<file path="src/rtl/mnist_pkg.sv">
// Shared constants and loader state encoding for the MNIST frame loader.
package mnist_pkg;
  localparam int         FRAME_BYTES = 784;
  localparam int         ADDR_W      = 10;
  localparam logic [7:0] SYNC0_DEF   = 8'hA5;
  localparam logic [7:0] SYNC1_DEF   = 8'h5A;

  typedef enum logic [1:0] {
    S_SYNC0,
    S_SYNC1,
    S_PAYLOAD,
    S_CHECK
  } ld_state_e;
endpackage

</file>
<file path="src/rtl/rx_timeout_timer.sv">
// Inter-byte idle counter: fires when TIMEOUT_CYCLES idle cycles pass without a kick.
module rx_timeout_timer #(
  parameter logic [23:0] TIMEOUT_CYCLES = 24'd5_000_000
) (
  input  logic clk,
  input  logic reset,
  input  logic enable,
  input  logic kick,
  output logic expired
);
  logic [23:0] cnt_q, cnt_d;

  // A byte arriving in the terminal cycle wins over expiry.
  assign expired = enable && !kick && (cnt_q == TIMEOUT_CYCLES - 24'd1);

  always_comb begin
    cnt_d = cnt_q + 24'd1;
    if (!enable || kick || expired) cnt_d = '0;
  end

  always_ff @(posedge clk) begin
    if (reset) cnt_q <= '0;
    else       cnt_q <= cnt_d;
  end
endmodule

</file>
<file path="src/rtl/mnist_frame_loader.sv">
// UART byte-stream framer: finds SYNC0/SYNC1, writes the payload into the frame RAM,
// verifies the 8-bit checksum and flags a complete frame to the blitter.
module mnist_frame_loader #(
  parameter logic [7:0]  SYNC0          = mnist_pkg::SYNC0_DEF,
  parameter logic [7:0]  SYNC1          = mnist_pkg::SYNC1_DEF,
  parameter int          FRAME_BYTES    = mnist_pkg::FRAME_BYTES,
  parameter logic [23:0] TIMEOUT_CYCLES = 24'd5_000_000
) (
  input  logic       clk,
  input  logic       reset,
  input  logic       rx_valid,
  input  logic [7:0] rx_data,
  output logic [9:0] ram_addr_a,
  output logic [7:0] ram_data_a,
  output logic       ram_we_a,
  output logic       frame_ready,
  output logic       loading,
  output logic       frame_done,
  output logic       err_checksum,
  output logic       err_timeout,
  output logic [7:0] frame_count
);
  import mnist_pkg::*;

  ld_state_e   state_q, state_d;
  logic [9:0]  idx_q, idx_d;
  logic [7:0]  sum_q, sum_d;
  logic [9:0]  addr_q, addr_d;
  logic [7:0]  data_q, data_d;
  logic        we_q, we_d;
  logic        rdy_q, rdy_d;
  logic        done_q, done_d;
  logic        echk_q, echk_d;
  logic        eto_q, eto_d;
  logic [7:0]  cnt_q, cnt_d;
  logic        expired;

  rx_timeout_timer #(.TIMEOUT_CYCLES(TIMEOUT_CYCLES)) u_timer (
    .clk     (clk),
    .reset   (reset),
    .enable  (state_q != S_SYNC0),
    .kick    (rx_valid),
    .expired (expired)
  );

  always_comb begin
    state_d = state_q;
    idx_d   = idx_q;
    sum_d   = sum_q;
    addr_d  = addr_q;
    data_d  = data_q;
    we_d    = 1'b0;
    rdy_d   = rdy_q;
    done_d  = 1'b0;
    echk_d  = 1'b0;
    eto_d   = 1'b0;
    cnt_d   = cnt_q;
    if (expired) begin
      state_d = S_SYNC0;
      eto_d   = 1'b1;
    end else if (rx_valid) begin
      unique case (state_q)
        S_SYNC0: if (rx_data == SYNC0) state_d = S_SYNC1;
        S_SYNC1: begin
          if (rx_data == SYNC1) begin
            state_d = S_PAYLOAD;
            idx_d   = '0;
            sum_d   = '0;
          end else if (rx_data != SYNC0) begin
            state_d = S_SYNC0;
          end
        end
        S_PAYLOAD: begin
          addr_d = idx_q;
          data_d = rx_data;
          we_d   = 1'b1;
          sum_d  = sum_q + rx_data;
          // Drop frame_ready together with the first write so a partial frame is never shown.
          if (idx_q == '0) rdy_d = 1'b0;
          if (idx_q == 10'(FRAME_BYTES - 1)) state_d = S_CHECK;
          else                               idx_d   = idx_q + 10'd1;
        end
        S_CHECK: begin
          state_d = S_SYNC0;
          if (rx_data == sum_q) begin
            rdy_d  = 1'b1;
            done_d = 1'b1;
            cnt_d  = cnt_q + 8'd1;
          end else begin
            rdy_d  = 1'b0;
            echk_d = 1'b1;
          end
        end
        default: state_d = S_SYNC0;
      endcase
    end
  end

  always_ff @(posedge clk) begin
    if (reset) begin
      state_q <= S_SYNC0;
      idx_q   <= '0;
      sum_q   <= '0;
      addr_q  <= '0;
      data_q  <= '0;
      we_q    <= 1'b0;
      rdy_q   <= 1'b0;
      done_q  <= 1'b0;
      echk_q  <= 1'b0;
      eto_q   <= 1'b0;
      cnt_q   <= '0;
    end else begin
      state_q <= state_d;
      idx_q   <= idx_d;
      sum_q   <= sum_d;
      addr_q  <= addr_d;
      data_q  <= data_d;
      we_q    <= we_d;
      rdy_q   <= rdy_d;
      done_q  <= done_d;
      echk_q  <= echk_d;
      eto_q   <= eto_d;
      cnt_q   <= cnt_d;
    end
  end

  assign ram_addr_a   = addr_q;
  assign ram_data_a   = data_q;
  assign ram_we_a     = we_q;
  assign frame_ready  = rdy_q;
  assign loading      = (state_q == S_PAYLOAD) || (state_q == S_CHECK);
  assign frame_done   = done_q;
  assign err_checksum = echk_q;
  assign err_timeout  = eto_q;
  assign frame_count  = cnt_q;
endmodule

</file>
<file path="config.mk">
export PLATFORM = sky130hd
export DESIGN_NAME = mnist_frame_loader
export DESIGN_NICKNAME = d
export VERILOG_FILES = /design/src/rtl/mnist_pkg.sv /design/src/rtl/rx_timeout_timer.sv /design/src/rtl/mnist_frame_loader.sv
export SDC_FILE = /design/constraint.sdc
export NUM_CORES = 1
export LEC_CHECK = 0
export ABC_AREA = 1
export CORE_ASPECT_RATIO = 1.5
export CORE_MARGIN = 3
export CORE_UTILIZATION = 61
export DETAILED_ROUTE_END_ITERATION = 10
export MAX_ROUTING_LAYER = met4
export PLACE_DENSITY = 0.9
export SLEW_MARGIN = 20
export SYNTH_ARGS = -nofsm -noshare
export SYNTH_HDL_FRONTEND = slang
export SYNTH_SLANG_ARGS = --single-unit
</file>
<file path="constraint.sdc">
create_clock -name clk -period 4.35 [get_ports clk]
set_input_delay 0.87 -clock clk [delete_from_list [all_inputs] [get_ports clk]]
set_output_delay 0.87 -clock clk [all_outputs]
set_load 0.005 [all_outputs]
</file>
==> out/metrics.cfg, run 1 <==
[status]
outcome=complete, no violations

[pwr]
p_comb_frac=0.034
p_leak_nw=1.71
p_sw_frac=0.220
switchingPower_mw=0.306
seqPwrFrac=0.492
power.share.clock=0.475
ir_drop_uv=285
totalPowerFinal_mw=1.40
p_int_mw=1.09
cellPowerDensity_nw_per_um2=300

[yosys]
syn_inst=559
syn_area_per_cell_sq_um=7.10
yosysTopAreaCellShare=0.378
synth-edff-count=0
synth-main-ff-cell=dfxtp_1
synth_area_leader_cell=dfxtp_1
synth.most_common_cell=nand2_1
synthesis.nets=586
ys_seq_area_frac=0.378
synth_area_sq_um=3970
ys_seq_elements=75
yosys.cell_types.count=36
synth.area.top_cells=dfxtp_1, nand2_1, a21oi_1
async_flop_share=0
synth_commonest_cells=nand2_1, dfxtp_1, nor2_1
yosys_warnings=0

[clocking]
numCtsBuffers=9
hold_buffers=0
insertion_delay_ns=0.36
cts_resized=0
cts_max_level=3
post_cts_buffers=0
cts_root_buf=clkbuf_8
cts_buffer_depth=2
cts.sinks=75
tritoncts=yes
clk_pin_slew_ns=0.08

[timing]
tns_ns=0
skew_ns=0.00676
relSlewSlack=0.452
worst_pin_slew_ns=0.820
rsz0062_at_grt=false
min_period_over_period=0.697
finalHoldViolCount=0
min_period_ns=3.03
slew_viol_final=0
setup_slack_ns=1.32
setup_viol=0
max_freq_mhz=330

[final_layout]
finalNonFillerCells=677
fillers=483
final_layout_size_suffix_gt1_frac=0.0779
fin_nets=625
final_area_sq_um=4640
diodes=0
area_growth_pct=17.0

[placed_design]
dp_slack_ns=1.22
port_buffers=42
gp_congestion=0.929
dp.cells=661
placed_cell_area_sq_um=4400
hpwlAfterDp_um=7150

[floorplan]
num_io_pins=43
dieArea_sq_um=7530
start_util=0.638
die-width_um=71.9
num_rows=35
die_h_um=105
core_area_sq_um=6220

[grt]
antenna_found_initial=0
grt_pass1_wl_um=16900
grt_pass1_vias=3875
grt_max_degree=35
grt_overflow=0
track_usage=0.286

[detailed_routing]
ant_nets=0
drc=0
drt_iter0_markers=208
avgRoutedWirePerCell_um=14.5
dr.pass1.iters=5
viasPerCell=5.72
totalWireLength_um=9840
dr_total_vias=3872

[flow_run]
drv_cap=0

[critical_path]
cp_max_fo=10
crit_start=state_q[0]
crit_type=reg -> out
reg2reg_from=u_timer.cnt_q[0]
ff2ff_setup_slack_ns=2.34
crit_required_ns=3.48
crit_path_end=loading
r2r_cells=8
cp_data_arrival_time_ns=2.16
end_kind=output pin
crit_path_start_kind=register
r2r_end=u_timer.cnt_q[21]

[hold_path]
hold_path_class=reg -> reg

==> registers in the layout, summed over array words and instances, names as in the netlist, named ones only <==
signal         cells
u_timer.cnt_q     24
idx_q             10
ram_addr_a        10
frame_count        8
ram_data_a         8
sum_q              8
err_checksum       1
err_timeout        1
frame_done         1
frame_ready        1
ram_we_a           1
state_q            1
==> power groups by stage <==
stage	Sequential [mW]	Clock, mW	Combinational, mW
finish	0.686	0.662	0.0471
floorplan	0.702	0	0.0256
CTS	0.686	0.667	0.0465
global route	0.686	0.700	0.0511
detailed placement	0.702	0	0.0464
global placement	0.702	0	0.0454
==> metal layers <==
layer  GRT usage  vias up  share of wire
li1            -     1895              -
met2       0.513      149           0.54
met4       0.153        0          0.042
met5           -        -              0
met3      0.0568       45          0.050
met1       0.280     1783           0.37
==> worst min-delay path by stage <==
stage	start	endpoint	slack, ns	depth (start not counted)
3_5_place_dp	u_timer.cnt_q[0]	u_timer.cnt_q[0]	0.44	1
5_1_grt	u_timer.cnt_q[0]	u_timer.cnt_q[0]	0.49	1
3_3_place_gp	u_timer.cnt_q[0]	u_timer.cnt_q[0]	0.42	1
6_report	u_timer.cnt_q[0]	u_timer.cnt_q[0]	0.46	1
4_1_cts	u_timer.cnt_q[0]	u_timer.cnt_q[0]	0.46	1
2_1_floorplan	u_timer.cnt_q[0]	u_timer.cnt_q[0]	0.42	1
==> worst max-delay path, cell delays in order (launching register included) <==
cell,delay (ns)
dfxtp_1,0.37
inv_1,0.10
ha_1,0.28
clkinv_1,0.33
nand2_1,0.21
clkdlybuf4s50_1,0.52
==> area by class of cell <==
type | count | area (sq um) | area share
Clock inverter | 7 | 124 | 0.0267
Inverter | 60 | 225 | 0.0485
Clock buffer | 9 | 124 | 0.0267
Timing Repair Buffer | 43 | 428 | 0.0921
Multi-Input combinational cell | 409 | 2150 | 0.463
Sequential cell | 75 | 1500 | 0.323
Tap cell | 74 | 92.6 | 0.0199
==> logic make-up (layout without fill, tap and decap cells) <==
family | Yosys count | count (layout) | share of synthesized area
xor+xnor | 22 | 22 | 0.0486
flops | 75 | 75 | 0.378
compound gates | 86 | 86 | 0.111
simple gates | 285 | 285 | 0.330
buf+inv | 75 | 119 | 0.0801
fa+ha+maj | 16 | 16 | 0.0523
==> per-stage QoR <==
step	utilization	hold WS, ns
floorplan	-	0.418
global placement	0.707	0.425
detailed placement	0.707	0.445
CTS	0.747	0.462
global route	0.747	0.488
finish	0.747	0.461
==> cells in the final DEF, fill, tap and decap left out <==
master           instances
nand2_1                119
dfxtp_1                 75
nor2_1                  70
a21oi_1                 56
inv_1                   55
clkdlybuf4s50_1         42
nand3_1                 32
o21ai_0                 27
nand4_1                 22
xor2_1                  15
ha_1                    15
nor3_1                  10
clkbuf_8                 9
nor2_2                   7
xnor2_1                  7
nand2_2                  5
inv_2                    4
nand3_2                  4
or2_2                    3
bufinv_16                3
nor2_4                   2
nand3b_1                 2
nor3_2                   2
or2_0                    2
inv_6                    2
clkinv_1                 1
o21a_1                   1
nor3_4                   1
nand4_2                  1
a22oi_1                  1
and2_1                   1
nor3b_1                  1
or2_1                    1
a21oi_2                  1
fa_1                     1
clkinv_4                 1
clkinvlp_4               1
buf_4                    1
Power figures use the tool's default switching activity.
==> inputs of run 2 (changes only) <==
Settings changed: CORE_UTILIZATION 61 to 57, PLACE_DENSITY 0.9 to 0.85.
Clock period 4.35 ns to 2.9 ns, I/O delays scaled along.
==> run 2 against run 1 <==
  * Cell count rose by 0.74%
  * Utilization fell by 4.6 points
  * Setup slack got worse by 0.86 ns
  * Highest routed layer unchanged
  * Critical endpoint unchanged
==> out/metrics.cfg, run 2 (same netlist as run 1, synthesis figures left out) <==
[clocking]
tritoncts=yes
numCtsBuffers=9  ; unchanged
insertion_delay_ns=0.35  ; about the same
cts_max_level=3  ; unchanged
post_cts_buffers=0  ; unchanged
cts.sinks=75  ; unchanged
cts_buffer_depth=2  ; unchanged
cts_resized=0  ; unchanged
hold_buffers=0  ; unchanged
cts_root_buf=clkbuf_8
clk_pin_slew_ns=0.08  ; about the same

[final_layout]
layout_commonest_cell=nand2_1
final_layout_size_suffix_gt1_frac=0.0792  ; +0.00126
finalNonFillerCells=682  ; +0.74%
largest_reg_flops=24  ; unchanged
fillers=561  ; +16%
layout_common_cells=nand2_1, dfxtp_1, nor2_1
fin_nets=628  ; +0.48%
area_growth_pct=16.9  ; about the same
diodes=0  ; unchanged
regMostFlops=u_timer.cnt_q
final_area_sq_um=4640  ; about the same

[timing]
tns_ns=0  ; unchanged
skew_ns=0.00934  ; +0.00258 ns
max_freq_mhz=409
worst_pin_slew_ns=0.657  ; -0.163 ns
setup_viol=0  ; unchanged
slew_viol_final=0  ; unchanged
finalHoldViolCount=0  ; unchanged
min_period_over_period=0.844
min_period_ns=2.45
relSlewSlack=0.561  ; +0.108
rsz0062_at_grt=false

[floorplan]
num_io_pins=43  ; unchanged
dieArea_sq_um=8020  ; +6.5%
core_area_sq_um=6620  ; +6.5%
die_h_um=108  ; +3.2%
num_rows=36  ; +2.9%
die-width_um=74.1  ; +3.2%
start_util=0.599  ; -0.0388

[status]
outcome=complete, no violations

[critical_path]
crit_path_start_kind=register
cp_max_fo=7  ; -3
crit_required_ns=2.32  ; -1.16 ns
cp_data_arrival_time_ns=1.87  ; -0.29 ns
end_kind=output pin
crit_type=reg -> out

[detailed_routing]
dr_total_vias=3708  ; -4.2%
drt_iter0_markers=156  ; -25%
drc=0  ; unchanged
dr.pass1.iters=4  ; -1
avgRoutedWirePerCell_um=14.0  ; -3.4%
ant_nets=0  ; unchanged
totalWireLength_um=9570  ; -2.7%
viasPerCell=5.44  ; -4.9%

[grt]
grt_pass1_vias=3628  ; -6.4%
antenna_found_initial=0  ; unchanged
grt_overflow=0  ; unchanged
grt_pass1_wl_um=15900  ; -5.4%
track_usage=0.267  ; -0.0187
grt_max_degree=35  ; unchanged

[pwr]
cellPowerDensity_nw_per_um2=428  ; +43%
p_leak_nw=1.72  ; +0.26%
ir_drop_uv=328  ; +15%

[placed_design]
placed_cell_area_sq_um=4420  ; +0.57%
port_buffers=42  ; unchanged
dp.cells=666  ; +0.76%
hpwlAfterDp_um=7210  ; +0.84%
gp_congestion=1.00  ; +7.9%

[flow_run]
drv_cap=0  ; unchanged

[hold_path]
hold_path_class=reg -> reg

-- run 2: cell count changes in the layout (fill, tap and decap cells not counted), sizes merged --
cell / change
buf: +3
clkbuf: +3
inv: -2
bufinv: -1
clkinv: +1
clkinvlp: -1
-- run 2: stage by stage --
stage	hold slack [ns]	setup slack, ns	power, mW	utilization
after CTS	0.451	0.469	2.00	0.701
after global routing	0.474	0.274	2.06	0.701
after global placement	0.430	0.242	1.12	0.668
after detailed placement	0.438	0.195	1.12	0.668
after floorplan	0.418	1.05	1.09	-
final	0.452	0.453	1.99	0.701
-- run 2: layout make-up --
| class | instances | area (sq um) | area share |
|---|---|---|---|
| Clock inverter | 4 | 73.8 | 0.0159 |
| Inverter | 60 | 225 | 0.0485 |
| Sequential cell | 75 | 1500 | 0.324 |
| Tap cell | 76 | 95.1 | 0.0205 |
| Timing Repair Buffer | 46 | 450 | 0.0971 |
| Multi-Input combinational cell | 409 | 2150 | 0.463 |
| Clock buffer | 12 | 145 | 0.0313 |
-- run 2: power by group --
group          internal [mW]  total [mW]  switching [mW]
sequential              1.03        1.03        0.000176
clock                  0.509       0.887           0.378
combinational         0.0270      0.0723          0.0452
total                   1.56        1.99           0.423
-- run 2: worst max-delay path, cell delays in order (launching register included) --
cell and delay [ns]:
dfxtp_1 0.38, inv_1 0.11, ha_1 0.30, clkinv_1 0.12, nand2_1 0.08, clkdlybuf4s50_1 0.53
-- run 2: per-layer routing --
| metal | wire [um] | part of all wire | global-route usage |
|---|---|---|---|
| met1 | 3710 | 0.39 | 0.265 |
| met2 | 5170 | 0.54 | 0.478 |
| met3 | 279 | 0.029 | 0.0512 |
| met4 | 414 | 0.043 | 0.141 |
| met5 | 0 | 0 | - |
-- run 2: final timing paths --
check	start	endpoint	slack [ns]	depth (start not counted)
setup reg to reg	u_timer.cnt_q[0]	u_timer.cnt_q[2]	0.89	8
hold / removal	u_timer.cnt_q[0]	u_timer.cnt_q[0]	0.45	1
hold reg to reg	u_timer.cnt_q[0]	u_timer.cnt_q[0]	0.45	1
setup / recovery	state_q[0]	loading	0.45	5
==> inputs of run 3 (changes only) <==
Settings changed: CORE_UTILIZATION 57 to 51, PLACE_DENSITY 0.85 to 0.81.
Clock period 2.9 ns to 2.05 ns, I/O delays scaled along.
==> run 3 against run 2 <==
  * Cell count up 7.6%
  * First-iteration DRC count up 12%
  * Via count up 4.3%
  * Total power up 32%
==> out/metrics.cfg, run 3 (same netlist as run 1, synthesis figures left out) <==
[floorplan]
dieArea_sq_um=8900  ; +11%
start_util=0.535  ; -0.0643
core_area_sq_um=7420  ; +12%
num_io_pins=43  ; unchanged
die-width_um=78.0  ; +5.3%
num_rows=38  ; +5.6%
die_h_um=114  ; +5.4%

[clocking]
cts_max_level=3  ; unchanged
clk_pin_slew_ns=0.08  ; about the same
numCtsBuffers=9  ; unchanged
tritoncts=yes
cts_buffer_depth=2  ; unchanged
insertion_delay_ns=0.35  ; about the same
cts_root_buf=clkbuf_8
post_cts_buffers=0  ; unchanged
cts.sinks=75  ; unchanged

[final_layout]
diodes=0  ; unchanged
layout_commonest_cell=nand2_1
largest_reg_flops=24  ; unchanged
regMostFlops=u_timer.cnt_q
area_growth_pct=22.8
final_layout_size_suffix_gt1_frac=0.125  ; +0.0454
final_util=0.657  ; -0.0440
layout_common_cells=nand2_1, dfxtp_1, nor2_1
fin_nets=656  ; +4.5%

[grt]
track_usage=0.240  ; -0.0269
antenna_found_initial=0  ; unchanged
grt_pass1_vias=3792  ; +4.5%
grt_pass1_wl_um=16500  ; +3.6%
grt_overflow=0  ; unchanged
grt_max_degree=35  ; unchanged

[detailed_routing]
drc=0  ; unchanged
avgRoutedWirePerCell_um=13.2  ; -5.6%
viasPerCell=5.27  ; -3.1%
ant_nets=0  ; unchanged
dr.pass1.iters=5  ; +1
dr_total_vias=3869  ; +4.3%
drt_iter0_markers=174  ; +12%
totalWireLength_um=9720  ; +1.5%

[placed_design]
port_buffers=42  ; unchanged
hpwlAfterDp_um=7470  ; +3.6%
dp_slack_ns=-0.131  ; -0.325 ns
gp_congestion=0.937  ; -6.5%

[pwr]
p_leak_nw=1.84  ; +7.3%
p_int_mw=2.02  ; +29%
switchingPower_mw=0.601  ; +42%
p_sw_frac=0.230  ; +0.0167
cellPowerDensity_nw_per_um2=538  ; +25%
power.share.clock=0.395  ; -0.051
seqPwrFrac=0.555  ; +0.037
p_comb_frac=0.050  ; +0.014
ir_drop_uv=457  ; +39%

[timing]
worst_pin_slew_ns=0.405  ; -0.252 ns
rsz0062_at_grt=false
setup_viol=0  ; unchanged
relSlewSlack=0.727  ; +0.166
min_period_over_period=0.892
max_freq_mhz=547
skew_ns=0.00616  ; -0.00318 ns
slew_viol_final=0  ; unchanged
finalHoldViolCount=0  ; unchanged
min_period_ns=1.83
setup_slack_ns=0.222  ; -0.231 ns
hold_slack_ns=0.452  ; +0.000159 ns

[critical_path]
r2r_cells=7  ; -1
crit_path_start_kind=input pin
crit_type=in -> reg
cp_data_arrival_time_ns=2.11  ; +0.24 ns
crit_required_ns=2.33  ; about the same
end_kind=register
cp_max_fo=8  ; +1

[status]
outcome=complete, no violations

[hold_path]
hold_depth=1  ; unchanged
hold_path_class=reg -> reg

[flow_run]
drv_cap=0  ; unchanged

## run 3: final timing paths
| kind | startpoint | to | slack [ns] |
|---|---|---|---|
| hold / removal | u_timer.cnt_q[0] | u_timer.cnt_q[0] | 0.45 |
| setup reg to reg | sum_q[1] | frame_count[7] | 0.38 |
| setup / recovery | rx_data[6] | frame_count[7] | 0.22 |
| hold reg to reg | u_timer.cnt_q[0] | u_timer.cnt_q[0] | 0.45 |
## run 3: power by group through the flow
stage	logic, mW	clock network, mW	registers, mW
finish	0.131	1.03	1.45
global route	0.143	1.11	1.45
CTS	0.131	1.07	1.45
detailed placement	0.130	0	1.49
global placement	0.126	0	1.49
floorplan	0.0543	0	1.49
## run 3: stage by stage
stage	instances	area (sq um)	total power, mW	TNS [ns]
after floorplan	559	3970	1.54	0
after global placement	718	4690	1.62	-0.564
after detailed placement	718	4690	1.62	-1.70
after CTS	734	4870	2.65	0
after global routing	734	4870	2.71	0
final	734	4870	2.62	0
## run 3: worst max-delay path, stage by stage
cell and delay [ns]:
clkdlybuf4s50_1 0.43, ha_1 0.33, nor3_1 0.19, nand4_1 0.17, nor2_2 0.18, buf_4 0.18, nand2_1 0.06, a21oi_1 0.16
## run 3: repair_timing
item	CTS	global route
hold buffers	0	0
setup endpoints to repair	1	0
gates resized for setup	4	0
## run 3: area by class of cell
class                      count  area [sq um]
inverter                      60           225
multi-input combinational    409          2150
clock inverter                 4          25.0
timing repair buffer          74           684
fill                         651          2540
sequential                    75          1510
clock buffer                  12           155
tap                          100           125
## run 3: routing by layer
metal	wire [um]	GRT usage	part of all wire
met1	3720	0.234	0.38
met2	5190	0.440	0.53
met3	387	0.0529	0.040
met4	416	0.124	0.043
met5	0	-	0
